==> src/rtl/rv32i_types.sv <==
// Shared RV32I / memory-hierarchy types.
//   rv32i_word  : 32-bit address/data word
//   LINE_W      : cache line width in bits, shared by the L1s, arbiter and L2
//   OFFSET_W    : byte-offset bits inside a line
//   arb_state_t : L2 arbiter FSM states
//   grant_t     : which L1 currently owns (or last owned) the L2 port
package rv32i_types;

  typedef logic [31:0] rv32i_word;

  localparam int unsigned LINE_W   = 256;
  localparam int unsigned OFFSET_W = 5;

  typedef logic [LINE_W-1:0] line_t;

  typedef enum logic [1:0] {
    IDLE    = 2'd0,
    SERVE_I = 2'd1,
    SERVE_D = 2'd2,
    RELEASE = 2'd3
  } arb_state_t;

  typedef enum logic {
    GRANT_I = 1'b0,
    GRANT_D = 1'b1
  } grant_t;

  // Clear the byte-offset bits so the L2 always sees a line-aligned address.
  function automatic rv32i_word line_align(input rv32i_word addr);
    return {addr[31:OFFSET_W], {OFFSET_W{1'b0}}};
  endfunction

endpackage

==> src/rtl/l2_arbiter.sv <==
// l2_arbiter: arbitrates line-fill / write-back requests from the I-cache
// and D-cache onto a single registered L2 request port, then steers the
// L2 completion pulse back to whichever L1 was granted.
//
// state   | meaning
// --------+--------------------------------------------------------------
// IDLE    | no transaction; arbitrate among pending requests each edge
// SERVE_I | I-cache line fill outstanding at the L2
// SERVE_D | D-cache fill or write-back outstanding at the L2
// RELEASE | one dead cycle so the served L1 can drop its request
//
// Parameters:
//   FAIR        1 = round-robin on ties, 0 = D-cache always wins ties
// Ports:
//   clk, rst    clock, synchronous active-high reset
//   i_*         I-cache request (read only) / fill data / completion
//   d_*         D-cache request (read or write) / fill data / completion
//   mem_*       registered request to L2, L2 read data and completion
module l2_arbiter
  import rv32i_types::*;
#(
  parameter bit FAIR = 1'b1
) (
  input  logic              clk,
  input  logic              rst,
  input  logic              i_read,
  input  rv32i_word         i_address,
  output logic [LINE_W-1:0] i_rdata,
  output logic              i_resp,
  input  logic              d_read,
  input  logic              d_write,
  input  rv32i_word         d_address,
  input  logic [LINE_W-1:0] d_wdata,
  output logic [LINE_W-1:0] d_rdata,
  output logic              d_resp,
  output logic              mem_read,
  output logic              mem_write,
  output rv32i_word         mem_address,
  output logic [LINE_W-1:0] mem_wdata,
  input  logic [LINE_W-1:0] mem_rdata,
  input  logic              mem_resp
);

  arb_state_t state;
  grant_t     last_grant;

  logic   grant_valid;
  grant_t grant_side;

  // Tie-break: with FAIR the side not served last wins; otherwise D wins.
  always_comb begin
    grant_valid = i_read | d_read | d_write;
    grant_side  = GRANT_D;
    if (i_read && (d_read || d_write)) begin
      grant_side = (FAIR && (last_grant == GRANT_D)) ? GRANT_I : GRANT_D;
    end else if (i_read) begin
      grant_side = GRANT_I;
    end
  end

  // mem_read/mem_write/mem_address/mem_wdata are the request register bank:
  // loaded on the grant edge and frozen until the L2 answers.
  always_ff @(posedge clk) begin
    if (rst) begin
      state       <= IDLE;
      last_grant  <= GRANT_D;
      mem_read    <= 1'b0;
      mem_write   <= 1'b0;
      mem_address <= '0;
      mem_wdata   <= '0;
    end else begin
      case (state)
        IDLE: begin
          if (grant_valid) begin
            if (grant_side == GRANT_I) begin
              state       <= SERVE_I;
              mem_read    <= 1'b1;
              mem_write   <= 1'b0;
              mem_address <= line_align(i_address);
            end else begin
              // A simultaneous d_read/d_write is illegal; the write wins.
              state       <= SERVE_D;
              mem_read    <= ~d_write;
              mem_write   <= d_write;
              mem_address <= line_align(d_address);
              mem_wdata   <= d_wdata;
            end
          end
        end
        SERVE_I, SERVE_D: begin
          if (mem_resp) begin
            state      <= RELEASE;
            mem_read   <= 1'b0;
            mem_write  <= 1'b0;
            last_grant <= (state == SERVE_I) ? GRANT_I : GRANT_D;
          end
        end
        RELEASE: begin
          state <= IDLE;
        end
        default: begin
          state <= IDLE;
        end
      endcase
    end
  end

  // Completion is steered combinationally so the L1 sees it with zero added
  // latency. Gated by rst so a response racing a reset is dropped.
  assign i_resp  = ~rst & mem_resp & (state == SERVE_I);
  assign d_resp  = ~rst & mem_resp & (state == SERVE_D);
  assign i_rdata = mem_rdata;
  assign d_rdata = mem_rdata;

  a_d_rw_exclusive : assert property (@(posedge clk) disable iff (rst)
    !(d_read && d_write));

  a_mem_rw_exclusive : assert property (@(posedge clk) disable iff (rst)
    !(mem_read && mem_write));

endmodule

==> config.mk <==
export PLATFORM = sky130hd
export DESIGN_NAME = l2_arbiter
export DESIGN_NICKNAME = d
export VERILOG_FILES = /design/src/rtl/rv32i_types.sv /design/src/rtl/l2_arbiter.sv
export SDC_FILE = /design/constraint.sdc
export NUM_CORES = 1
export LEC_CHECK = 0
export BUFFER_PORTS_ARGS = -buffer_cell sky130_fd_sc_hd__buf_2
export CAP_MARGIN = 20
export CORE_AREA = 10 10 537 539
export DETAILED_ROUTE_END_ITERATION = 10
export DIE_AREA = 0 0 547 549
export PLACE_DENSITY = 0.3
export SYNTH_ARGS = -nofsm -noshare
export SYNTH_HDL_FRONTEND = slang
export SYNTH_SLANG_ARGS = --single-unit
==> constraint.sdc <==
create_clock -name clk -period 2.1 [get_ports clk]
set_clock_uncertainty 0.1 [all_clocks]
set_input_delay 0.42 -clock clk [delete_from_list [all_inputs] [get_ports clk]]
set_output_delay 0.42 -clock clk [all_outputs]
set_load 0.02 [all_outputs]
==> results.ini <==
[run_status]
outcome=finished clean

[pwr]
vdd_drop_max_uv=610
p_leak_nw=8.70
switchingPower_mw=11.0
power_mw=25.3
power_density_mw_per_mm2=1100
power.internal_mw=14.2
swShare=0.436
power_frac_comb=0.400
clkPwrFrac=0.315
p_seq_frac=0.285

[layout]
drive_gt1_frac=0.358
areaGrowthSynthToFinish_pct=57.7
num-nets-final=2796

[logic_synthesis]
synth_area_leaders=dfxtp_1 40%, buf_4 27%, nand2_1 14%
synthTopCellsByCount=532 x nand2_1, 521 x buf_4, 288 x dfxtp_1
synth-seq-area-share=0.396
yosysTopAreaCellShare=0.396
syn_area_mm2=0.0146
ys_types=31
syn_avg_cell_area_um2=7.99
ys_ff_latch=288
ys.flop_type=dfxtp_1
synthCells=1822
synth.most_common_cell=nand2_1
synth_top_area_cell=dfxtp_1
yosys_warnings=0
synth-edff-count=0
async_flop_share=0

[floorplan]
rows=194
fp.dieH_um=549
core_area_mm2=0.278
start_util=0.0524
pin_count=1386
die-area_mm2=0.300
die_width_um=547

[sta]
rsz0062_at_grt=yes
max_slew.worst_pin.slew_ns=0.663
hold_viol=0
fin_tns_setup_ns=0
setup_viol=0
min_period_ns=2.07
slew_viol_final=0
max_clock_freq_ghz=0.484
slew_headroom=0.558
post-route-period-util=0.985

[global_routing]
met2_usage=0.136
grt_pass1_vias=14600
grt_use_total=0.0952
busiest_layer=met2
grt_max_degree=109
grt_overflow=0
antenna_found_initial=59
grt.met1_usage=0.0806
grt_pass1_wl_mm=182
grt_use_met3=0.118

[worst_hold_path]
hold_class=input port to flip-flop

[drt]
drtIter0Drc=703
routedWlPerCell_um=25.2
vias_per_cell=2.31
ant_nets=0
drc=0
firstDrtPassIters=5
dr_total_vias=13800
finalWirelength_mm=150

[worst_setup_path]
required_ns=2.57
worstPathMaxFanout=31
crit_path_start_kind=input port
crit_buf_inv=4
cp-end-kind=flip-flop
critPathMaxStageDelay_ns=0.68
crit_slowest_cell=dlygate4sd3_1
cp.arrival_ns=2.54
critPathTopFamily=buffers and inverters
crit_top_cell=buf_12
path_class=input port to flip-flop
crit_chain=dlygate4sd3_1 > buf_2 > or2_4 > and3_4 > buf_12 > buf_12 > nand2_1 > a21oi_1

[placed_design]
hpwl_mm=132
numPortBuffers=602
globalplace.congestion=0.754

[clock_tree]
worstSkewPairLatency_ns=0.66
cts_buffer_depth=3
htreeDepth=2
cts.reportedPaths.clkPinSlew_ns=0.05
cts_tree=yes
cts.sinks=288
cts-root-buf=clkbuf_16
cts_buffers=47

[job]
max_cap_viol_count=0

## flip-flops by register name (all words and copies together) (netlist names)
| name | count |
|---|---|
| mem_read | 1 |
| last_grant | 1 |
| mem_write | 1 |
| mem_wdata | 256 |
| state | 2 |
| mem_address | 27 |
## layout make-up
cell class | count | area (µm²)
fillers | 32700 | 255000
well taps | 3724 | 4660
flip-flops and latches | 288 | 5770
repair buffers | 954 | 6740
multi-input cells | 915 | 4280
clock buffers | 63 | 1310
inverters | 5 | 18.8
clock inverters | 16 | 168
diodes | 7 | 17.5
## cells in the final DEF (no fill, tap or decap), drive strengths merged, types with 2 or more instances in the layout
master and n:
o21ai 3, clkinv 9, conb 5, buf 641
nand2 572, and3b 2, clkinvlp 3, nor2 29
dfxtp 288, dlygate4sd3 313, clkbuf 63, a311oi 27
diode 7, bufinv 2, inv 7, ha 3
a21oi 260
## per-stage QoR
| stage | std cells | area (µm²) | hold slack, ns | utilization | worst slack [ns] |
|---|---|---|---|---|---|
| floorplan | 1826 | 14600 | 0.349 | - | 0.473 |
| global placement | 5566 | 18200 | 0.342 | 0.0655 | -0.107 |
| detailed placement | 5566 | 18200 | 0.344 | 0.0655 | -0.127 |
| CTS | 5959 | 22800 | 0.0314 | 0.0822 | -0.0621 |
| global route | 5969 | 23000 | 0.102 | 0.0826 | -0.0432 |
| finish | 5972 | 23000 | 0.129 | 0.0826 | 0.0319 |
## layer usage
| layer | part of all wire | up-vias |
|---|---|---|
| met4 | 0.039 | 4 |
| met5 | 0.00060 | - |
| met2 | 0.40 | 1164 |
| met1 | 0.29 | 6225 |
| li1 | - | 6051 |
| met3 | 0.27 | 363 |
## what timing repair did
| item | CTS | global route |
|---|---|---|
| setup buffers | 1 | 6 |
| hold buffers | 313 | 0 |
| pin swaps | 3 | 1 |
| resized for setup | 10 | 4 |
| setup endpoints to repair | 2 | 132 |
| hold endpoints to repair | 285 | 0 |
## final timing paths
kind	startpoint	end	slack (ns)	cells past startpoint
max	d_write	mem_wdata[85]	0.03	8
min	mem_resp	state[0]	0.13	4
max reg2reg	state[0]	last_grant	0.07	7
min reg2reg	mem_wdata[184]	mem_wdata[184]	0.35	2
## cells by family (layout without fill, tap and decap cells)
kind of cell	after synthesis	after routing	synth area share
flip-flops	288	288	0.396
other	1	12	0.000257
AND/OR/NAND/NOR	610	610	0.166
AO/OA/AOI/OAI	297	297	0.121
buffers and inverters	623	1038	0.314
adder cells (fa/ha/maj)	3	3	0.00258
## worst reg2reg max path, cell delays in order (launching register included)
cell and delay [ns]:
dfxtp_2 0.34, inv_2 0.05, buf_4 0.13, ha_1 0.34, nand2_1 0.12, nor2_1 0.05
a211o_1 0.25, dlygate4sd3_1 0.54
## power by group through the flow
stage                     clock network, mW  logic [mW]  registers, mW
final                                  7.96        10.1           7.21
after global routing                   8.64        11.3           7.36
after CTS                              8.54        10.5           7.21
after detailed placement                  0        9.90           7.29
after global placement                    0        9.95           7.27
after floorplan                           0        5.05           8.58
(Power assumes the default switching activity.)
